### src/rtl/bp_fe_pkg.sv
// Shared types and constants for the FE stream checker.
package bp_fe_pkg;

    typedef enum logic [1:0] {
        e_chk_run   = 2'd0,
        e_chk_send  = 2'd1,
        e_chk_flush = 2'd2
    } bp_fe_chk_state_e;

    localparam int unsigned pc_step = 32'd4;

endpackage

### src/rtl/bp_fe_sat_counter.sv
// Up-counter that sticks at all-ones instead of wrapping.
module bp_fe_sat_counter
    import bp_fe_pkg::*;
#(
    parameter int width_p = 32
) (
    input  logic               clk_i,
    input  logic               reset_n_i,
    input  logic               up_i,
    output logic [width_p-1:0] count_o
);

    logic [width_p-1:0] count_r;

    // Count register: increments on up_i until it reaches all-ones.
    always_ff @(posedge clk_i or negedge reset_n_i) begin
        if (!reset_n_i) begin
            count_r <= {width_p{1'b0}};
        end else if (up_i && (count_r != {width_p{1'b1}})) begin
            count_r <= count_r + width_p'(1'b1);
        end else begin
            count_r <= count_r;
        end
    end

    assign count_o = count_r;

endmodule

### config.mk
export PLATFORM = sky130hd
export DESIGN_NAME = bp_fe_sat_counter
export DESIGN_NICKNAME = d
export VERILOG_FILES = /design/src/rtl/bp_fe_pkg.sv /design/src/rtl/bp_fe_sat_counter.sv
export SDC_FILE = /design/constraint.sdc
export NUM_CORES = 1
export LEC_CHECK = 0
export BUFFER_PORTS_ARGS = -buffer_cell sky130_fd_sc_hd__buf_2
export CORE_MARGIN = 10
export CORE_UTILIZATION = 48
export DETAILED_ROUTE_END_ITERATION = 7
export PLACE_DENSITY = 0.75
export SLEW_MARGIN = 20
export SYNTH_ARGS = -nofsm -noshare
export SYNTH_HDL_FRONTEND = slang
export SYNTH_SLANG_ARGS = --single-unit
### constraint.sdc
create_clock -name clk_i -period 1.9 [get_ports clk_i]
set_input_delay 0.19 -clock clk_i [delete_from_list [all_inputs] [get_ports clk_i]]
set_output_delay 0.19 -clock clk_i [all_outputs]
set_load 0.01 [all_outputs]
==> results of run 1 <==
## layer usage
| metal | GRT usage [%] | vias up | part of all wire [%] |
|---|---|---|---|
| li1 | - | 685 | - |
| met1 | 14.99 | 706 | 42 |
| met2 | 22.94 | 42 | 50 |
| met3 | 4.100 | 12 | 5.5 |
| met4 | 8.423 | 0 | 2.5 |
| met5 | 0 | - | 0 |
## report_power, final
group,switching (W),internal (W),leakage (nW)
Combinational,0.000214,0.000197,0.569
Clock,0.000225,0.000182,0.0326
Sequential,0.0000838,0.000757,0.425
## worst max-delay path: stages, from the launching register on
cell	delay, ns
dfrtp_1	0.36
nand4_1	0.21
nor4_4	0.45
nand2_2	0.12
o31ai_4	0.29
mux2_4	0.32
## what timing repair did
action,in CTS,in global routing
endpoints found under the hold margin,32,0
gates resized for setup,0,9
setup buffers,0,6
hold buffers,1,0
setup endpoints to repair,0,23
## how the worst max path moves through the flow
stage	start	end	slack (ns)	cells after the start
2_1_floorplan	count_o[5]	count_o[1]	0.01	4
3_3_place_gp	count_o[4]	count_o[1]	0.09	4
3_5_place_dp	count_o[9]	count_o[24]	0.04	5
4_1_cts	count_o[9]	count_o[24]	0.02	5
5_1_grt	count_o[26]	count_o[1]	-0.05	5
6_report	count_o[30]	count_o[1]	0.03	5
## cell type report
class,instances,area [sq um]
timing repair buffer,63,394.1
clock buffer,8,58.81
fill,296,1161
tap,46,57.56
inverter,1,3.754
multi-input combinational,116,827.0
sequential,32,808.3
## per-stage QoR
stage	utilization, %	worst slack [ns]	TNS, ns
final	64.93	0.03109	0
after detailed placement	60.58	0.04021	0
after global routing	64.93	-0.04984	-0.2878
after global placement	60.58	0.09430	0
after CTS	62.66	0.02004	0
after floorplan	-	0.01325	0
## cells in the mapped netlist (2+ instances only)
master,number
or4_4,2
nand4_1,15
xor2_1,5
and3_1,2
and4_1,4
nor3_2,2
a21oi_1,2
dfrtp_1,32
nand3_1,15
nand2_1,16
o211ai_1,2
xnor2_1,24
nor2_1,9
nor3_1,3
nor4_1,3
## cells by family (layout without fill, tap and decap cells)
group	count (synthesis)	after routing
buf+inv	3	72
compound gates	6	6
simple gates	78	78
flops	32	32
fa+ha+maj	1	1
xor+xnor	29	29
mux	2	2
==> flow_metrics.tcl, run 1 <==
set metrics [dict create \
    run_status "complete, no violations" \
    ant_nets 0 \
    io_pins 35 \
    endpoint_kind "flip-flop" \
    synthSimpleGateAreaFrac_pct 28.51 \
    tightest_slew_ns 0.6928 \
    grt_pass1_wl_um 6762 \
    die_w_um 78.17 \
    yosysTopAreaCell "dfrtp_1" \
    period_needed_ns 1.869 \
    antenna_cells 0 \
    power_leakage_nw 1.027 \
    core_sq_um 3311 \
    grt_usage_pct 13.73 \
    hpwl_um 3058 \
    placed_cell_area_sq_um 2006 \
    antenna_found_initial 0 \
    synth_mux_area_share_pct 1.387 \
    ys_seq_area_share_pct 49.31 \
    skew_ns 0.006648 \
    critPathArrivalTime_ns 2.10 \
    rr_worst_depth 5 \
    syn_to_final_growth_pct 32.36 \
    yosys-top-cells-area "dfrtp_1 49%, xnor2_1 13%, nand4_1 5.8%" \
    setup_viol 0 \
    finalMaxSlewViolations 0 \
    path_class "reg -> reg" \
    grt_overflow 0 \
    min_to "count_o[2]" \
    power.density_nw_per_um2 772.1 \
    clock_sinks 32 \
    drtIter0Drc 83 \
    final_area_sq_um 2150 \
    cts_tree "yes" \
    rsz0062_at_grt "yes" \
    finalHoldViolations 0 \
    cp-start-kind "flip-flop" \
    cap_viol_max_count 0 \
    r2r_start "count_o[30]" \
    reg2reg_slack_ns 0.03 \
    dpl.cell_count 251 \
    synth_compound_gate_area_share_pct 3.236 \
    grt_max_degree 33 \
    mostFrequentLayoutCell "buf_2" \
    synth_top_family_by_area "simple AND/OR/NAND/NOR gates" \
    fmax_mhz 535.1 \
    hold_path_depth 3 \
    clockBufferDepth 2 \
    syn_avg_cell_area_sq_um 10.76 \
    vias 1445 \
    drt-vias-per-instance 5.432 \
    routedWlPerCell_um 15.58 \
    netlist-cell-type-count 30 \
    path_max_fanout 4 \
    dieArea_sq_um 6110 \
    rows 21 \
    async_flop_share_pct 100.0 \
    synthAdderAreaFrac_pct 0.7704 \
    synth_top_area_share_pct 49.31 \
    relSlewSlack_pct 53.82 \
    drive_gt1_share_pct 40.45 \
    gp_congestion 0.8971 \
    initial_core_util_pct 49.06 \
    holdCritPathClass "in -> reg" \
    die_h_um 78.17 \
    synth_edf_count 0 \
    ir_worst_vdd_v 0.0006063 \
    synth_xor_area_share_pct 15.64 \
    cts_buffers 5 \
    syn-instance-count 151 \
    grt_pass1_vias 1461 \
    fin_nets 223 \
    clk_pin_slew_ns 0.10 \
    synth_warnings 0 \
    io_buffers 34 \
    r2r-end "count_o[1]" \
    netlist_area_sq_um 1624 \
    cts_root_buffer "clkbuf_4" \
    fin_crit_sh_pct 98.36 \
    clock_latency_ns 0.34 \
    hold_start "up_i" \
    required_ns 2.13 \
    yosys_register_bits 32 \
    synth_nets 155 \
    finalHoldWorstSlack_ns 0.2230 \
    power_w 0.001660 \
    largest_register_ffs 32 \
    fin_cells 266 \
    drc_errors 0 \
    drtPass1Iterations 4 \
    final_cell_mix "34 x buf_2, 27 x buf_4, 26 x dfrtp_1, 24 x xnor2_1, 16 x nand2_1" \
    htree_levels 2 \
    wl_um 4145 \
    synth_top_flop_cell "dfrtp_1" \
]
Power figures use the tool's default switching activity.
==> run 2: changes to the inputs <==
--- a/config.mk
+++ b/config.mk
@@ -5,11 +5,12 @@
 export SDC_FILE = /design/constraint.sdc
 export NUM_CORES = 1
 export LEC_CHECK = 0
+export ABC_AREA = 1
 export BUFFER_PORTS_ARGS = -buffer_cell sky130_fd_sc_hd__buf_2
 export CORE_MARGIN = 10
-export CORE_UTILIZATION = 48
+export CORE_UTILIZATION = 51
 export DETAILED_ROUTE_END_ITERATION = 7
-export PLACE_DENSITY = 0.75
+export PLACE_DENSITY = 0.76
 export SLEW_MARGIN = 20
 export SYNTH_ARGS = -nofsm -noshare
 export SYNTH_HDL_FRONTEND = slang
==> flow_metrics.tcl, run 2 <==
set metrics [dict create \
    hpwl_um 4421 \
    fin_crit_sh_pct 92.67 \
    synth_top_flop_cell "dfrtp_1" \
    power.density_nw_per_um2 619.8 \
    cts_root_buffer "clkbuf_8" \
    syn_avg_cell_area_sq_um 6.579 \
    critPathArrivalTime_ns 1.94 \
    cts_buffers 5 \
    fin_nets 384 \
    setup_viol 0 \
    largest_register_ffs 32 \
    clock_sinks 32 \
    finalMaxSlewViolations 0 \
    die_h_um 85.54 \
    syn-instance-count 333 \
    htree_levels 2 \
    async_flop_share_pct 100.0 \
    syn_to_final_growth_pct 16.28 \
    yosysMostFrequentCell "nand2_1" \
    switching_power_w 0.0004642 \
    path_class "reg -> reg" \
    initial_core_util_pct 53.61 \
    synth_top_area_share_pct 36.55 \
    ir_worst_vdd_v 0.0005865 \
    clockBufferDepth 2 \
    synth_warnings 0 \
    routedWlPerCell_um 13.22 \
    die_w_um 85.54 \
    synth_nets 337 \
    final_cell_mix "142 x nand2_1, 51 x nor2_1, 34 x buf_2, 32 x dfrtp_1, 28 x inv_1" \
    vias 2202 \
    cp-start-kind "flip-flop" \
    drtPass1Iterations 5 \
    grt_pass1_vias 2089 \
    io_pins 35 \
    clk_pin_slew_ns 0.07 \
    required_ns 2.08 \
    power_frac_seq_pct 51.2 \
    holdCritPathClass "in -> reg" \
    drtIter0Drc 165 \
    tightest_slew_ns 0.7561 \
    period_needed_ns 1.761 \
    p_clk_share_pct 34.7 \
    combinationalPowerShare_pct 14.1 \
    dieArea_sq_um 7317 \
    synth_commonest_cells "142 x nand2_1, 52 x nor2_1, 32 x dfrtp_1" \
    path_max_fanout 26 \
    rows 23 \
    yosys_register_bits 32 \
    finalHoldViolations 0 \
    fmax_mhz 568.0 \
    power.share.switching_pct 29.40 \
    dpl.cell_count 422 \
    p_int_w 0.001115 \
    multi_input_area_sq_um 1230 \
    run_status "complete, no violations" \
    antenna_cells 0 \
    ant_nets 0 \
    fillers 410 \
    seq_area_sq_um 800.8 \
    fin_cells 431 \
    clock_latency_ns 0.29 \
    grt_max_degree 33 \
    post-cts-setup-buffers 0 \
    drt-vias-per-instance 5.109 \
    yosys-top-cells-area "dfrtp_1 37%, nand2_1 24%, nor2_1 8.9%" \
    netlist-cell-type-count 23 \
    endpoint_kind "flip-flop" \
    power_w 0.001579 \
    relSlewSlack_pct 49.60 \
    grt_pass1_wl_um 10010 \
    cap_viol_max_count 0 \
    grt_usage_pct 16.73 \
    gp_congestion 0.9148 \
    core_sq_um 4086 \
    cts_tree "yes" \
    io_buffers 34 \
    power_leakage_nw 1.215 \
    skew_ns 0.005588 \
    yosysTopAreaCell "dfrtp_1" \
    grt_overflow 0 \
    drive_gt1_share_pct 18.64 \
    drc_errors 0 \
    netlist_area_sq_um 2191 \
    ys_seq_area_share_pct 36.55 \
    mostFrequentLayoutCell "nand2_1" \
    synth_edf_count 0 \
    wl_um 5696 \
    antenna_found_initial 0 \
]
run 2: changes by cell type in the layout (fill, tap and decap cells not counted), moves of 7 or more:
cell,previous run,this run
nand2_1,16,142
nor2_1,8,51
inv_1,1,28
buf_4,27,10
xnor2_1,24,7
nand3_1,15,23
nand2_2,1,8
nand3b_1,1,8
run 2: final timing paths:
path                                  start     endpoint  slack, ns  depth (start not counted)
min in group asynchronous         reset_n_i   count_o[3]       0.51                          2
worst max register to register   count_o[0]  count_o[14]       0.14                          9
worst min register to register  count_o[18]  count_o[18]       0.54                          2
worst min-delay path                   up_i  count_o[24]       0.23                          3
worst max-delay path             count_o[0]  count_o[14]       0.14                          9
max in group asynchronous         reset_n_i  count_o[31]       0.91                          2
run 2: routing by layer:
metal  wire, um  share of wire (%)  vias to the layer above  GRT usage, %
met5          0                  0                        -             0
met4        121                2.1                        0         6.437
met3        463                8.1                        9         4.825
met2       2553                 45                       73         26.09
met1       2559                 45                      985         21.27
li1           -                  -                     1135             -
run 2: timing repair:
item,CTS,global route
setup endpoints to repair,0,8
hold buffers,1,0
hold endpoints to repair,24,0
resized for setup,0,2
run 2: power groups by stage:
stage	clock network (W)	logic [W]	registers (W)
floorplan	0	0.000116	0.000822
global placement	0	0.000224	0.000811
detailed placement	0	0.000226	0.000814
CTS	0.000559	0.000227	0.000804
global route	0.000586	0.000252	0.000814
finish	0.000547	0.000223	0.000808
run 2: final cells by class:
| cell class | count | area share [%] |
|---|---|---|
| Sequential cell | 32 | 31.43 |
| Multi-Input combinational cell | 267 | 48.28 |
| Inverter | 29 | 4.273 |
| Tap cell | 50 | 2.456 |
| Clock buffer | 8 | 3.536 |
| Timing Repair Buffer | 45 | 10.02 |
run 2: through the flow:
step | util, % | setup WS (ns) | cell area (sq um) | TNS, ns | hold slack [ns]
finish | 62.34 | 0.1393 | 2547 | 0 | 0.2329
global route | 62.34 | -0.009597 | 2547 | -0.01286 | 0.2685
CTS | 62.22 | 0.1147 | 2542 | 0 | 0.2268
detailed placement | 59.77 | 0.1454 | 2442 | 0 | 0.3045
global placement | 59.77 | 0.2146 | 2442 | 0 | 0.2952
floorplan | - | 0.2244 | 2191 | 0 | -0.1056
run 2: critical path, stage by stage (launching register included):
cell and delay, ns:
dfrtp_1 0.42, ha_2 0.23, inv_1 0.07, nor2_4 0.17, nand2_2 0.09, nor2_4 0.16, nand2_4 0.09, buf_4 0.23
nand3b_1 0.12, nand2_1 0.06
run 2: cells by family (layout without fill, tap and decap cells):
| family | after synthesis | count (layout) | synth area share (%) |
|---|---|---|---|
| adders and majority gates | 1 | 1 | 0.5710 |
| xor gates and xnor gates | 8 | 8 | 3.198 |
| and+or+nand+nor | 253 | 253 | 50.71 |
| AOI/OAI and AO/OA | 5 | 5 | 1.428 |
| DFF | 32 | 32 | 36.55 |
| buffers and inverters | 34 | 82 | 7.538 |
==> run 3: changes to the inputs <==
--- a/config.mk
+++ b/config.mk
@@ -9,6 +9,7 @@
 export BUFFER_PORTS_ARGS = -buffer_cell sky130_fd_sc_hd__buf_2
 export CORE_MARGIN = 10
 export CORE_UTILIZATION = 51
+export CTS_BUF_LIST = sky130_fd_sc_hd__clkbuf_16
 export DETAILED_ROUTE_END_ITERATION = 7
 export PLACE_DENSITY = 0.76
 export SLEW_MARGIN = 20
==> flow_metrics.tcl, run 3 (synthesis gave the netlist of run 2 again) <==
set metrics [dict create \
    fmax_mhz 568.8 \
    grt_overflow 0 \
    ant_nets 0 \
    fin_ws_ns 0.1420 \
    cts_tree "yes" \
    grt_pass1_wl_um 10170 \
    dpl.cell_count 422 \
    cap_viol_max_count 0 \
    vias 2181 \
    die_w_um 85.54 \
    power_leakage_nw 1.239 \
    clk_pin_slew_ns 0.05 \
    mostFrequentLayoutCell "nand2_1" \
    required_ns 2.06 \
    hpwl_um 4421 \
    finalMaxSlewViolations 0 \
    routedWlPerCell_um 13.37 \
    critPathArrivalTime_ns 1.92 \
    place_ws_ns 0.1454 \
    final_area_sq_um 2584 \
    largest_register_ffs 32 \
    dieArea_sq_um 7317 \
    syn_to_final_growth_pct 17.93 \
    finalHoldViolations 32 \
    reg2reg_slack_ns 0.14 \
    wl_um 5749 \
    drt-vias-per-instance 5.072 \
    fin_crit_sh_pct 92.53 \
    ir_worst_vdd_v 0.0005667 \
    path_class "reg -> reg" \
    drtIter0Drc 180 \
    tightest_slew_ns 0.7537 \
    io_pins 35 \
    path_max_fanout 26 \
    holdCritPathClass "in -> async" \
    r2r-end "count_o[12]" \
    seq_area_sq_um 800.8 \
    post-cts-setup-buffers 0 \
    relSlewSlack_pct 49.76 \
    core_sq_um 4086 \
    fillers 393 \
    clock_latency_ns 0.27 \
    setup_viol 0 \
    period_needed_ns 1.758 \
    run_status "complete, but fails checks" \
    antenna_found_initial 0 \
    io_buffers 34 \
    finalHoldWorstSlack_ns -0.01355 \
    cts_resized 0 \
    r2r_start "count_o[0]" \
    fin_nets 383 \
    skew_ns 0.003811 \
    drive_gt1_share_pct 18.42 \
    antenna_cells 0 \
    multi_input_area_sq_um 1230 \
    clock_sinks 32 \
    grt_max_degree 33 \
    placed_cell_area_sq_um 2442 \
    final_util_pct 63.23 \
    grt_pass1_vias 2117 \
    cts_hold_buf 0 \
    final_cell_mix "142 x nand2_1, 51 x nor2_1, 34 x buf_2, 32 x dfrtp_1, 30 x inv_1" \
    fin_cells 430 \
    drc_errors 0 \
    violations "hold timing" \
    htree_levels 2 \
    initial_core_util_pct 53.61 \
    grt_usage_pct 16.77 \
    cp-start-kind "flip-flop" \
    clockBufferDepth 2 \
    rows 23 \
    die_h_um 85.54 \
    cts_root_buffer "clkbuf_16" \
    cts_buffers 5 \
    power.density_nw_per_um2 687.2 \
    rr_worst_depth 9 \
    endpoint_kind "flip-flop" \
    gp_congestion 0.9148 \
    drtPass1Iterations 4 \
]
## run 3: cell types whose count changed in the layout (fill, tap and decap cells not counted), sizes merged
| cell | change |
|---|---|
| clkbuf | -3 |
| inv | +2 |
| clkinv | +1 |
| dlygate4sd3 | -1 |
## run 3: through the flow
step / power, W / setup TNS, ns / hold WS (ns)
6_report: 0.001776 / 0 / -0.01355
5_1_grt: 0.001851 / -0.005734 / 0.04475
4_1_cts: 0.001786 / 0 / 0.01680
3_5_place_dp: 0.001039 / 0 / 0.3045
3_3_place_gp: 0.001035 / 0 / 0.2952
2_1_floorplan: 0.0009379 / 0 / -0.1056
## run 3: where the power goes
| part | internal (W) | total, W | switching, W |
|---|---|---|---|
| Sequential | 0.000727 | 0.000808 | 0.0000815 |
| Clock | 0.000470 | 0.000746 | 0.000276 |
| Combinational | 0.0000927 | 0.000221 | 0.000129 |
## run 3: worst max-delay path by stage
stage               start     endpoint  slack [ns]  cells past startpoint
2_1_floorplan  count_o[1]   count_o[4]        0.22                     10
3_3_place_gp   count_o[1]  count_o[14]        0.21                      9
3_5_place_dp   count_o[1]  count_o[26]        0.15                      8
4_1_cts        count_o[1]  count_o[26]        0.12                      8
5_1_grt        count_o[1]  count_o[14]      -0.006                      9
6_report       count_o[0]  count_o[12]        0.14                      9
## run 3: metal layers
layer / vias to the layer above / GRT usage [%] / share of wire, %
met1: 981 / 21.37 / 46
met5: - / 0 / 0
met2: 61 / 26.98 / 46
met3: 10 / 4.825 / 7.1
li1: 1129 / - / -
met4: 0 / 4.491 / 1.4
## run 3: area by class of cell
class                      count  share of cell area (%)
multi-input combinational    267                   47.60
sequential                    32                   30.99
timing repair buffer          44                   9.492
clock buffer                   5                   4.843
inverter                      29                   4.213
tap                           50                   2.421
clock inverter                 3                  0.4358
## run 3: worst max-delay path: stages, from the launching register on
cell,delay [ns]
dfrtp_1,0.41
ha_2,0.23
inv_1,0.07
nor2_4,0.17
nand2_2,0.09
nor2_4,0.16
nand2_4,0.09
buf_4,0.23
nand3b_1,0.11
nand2_1,0.06
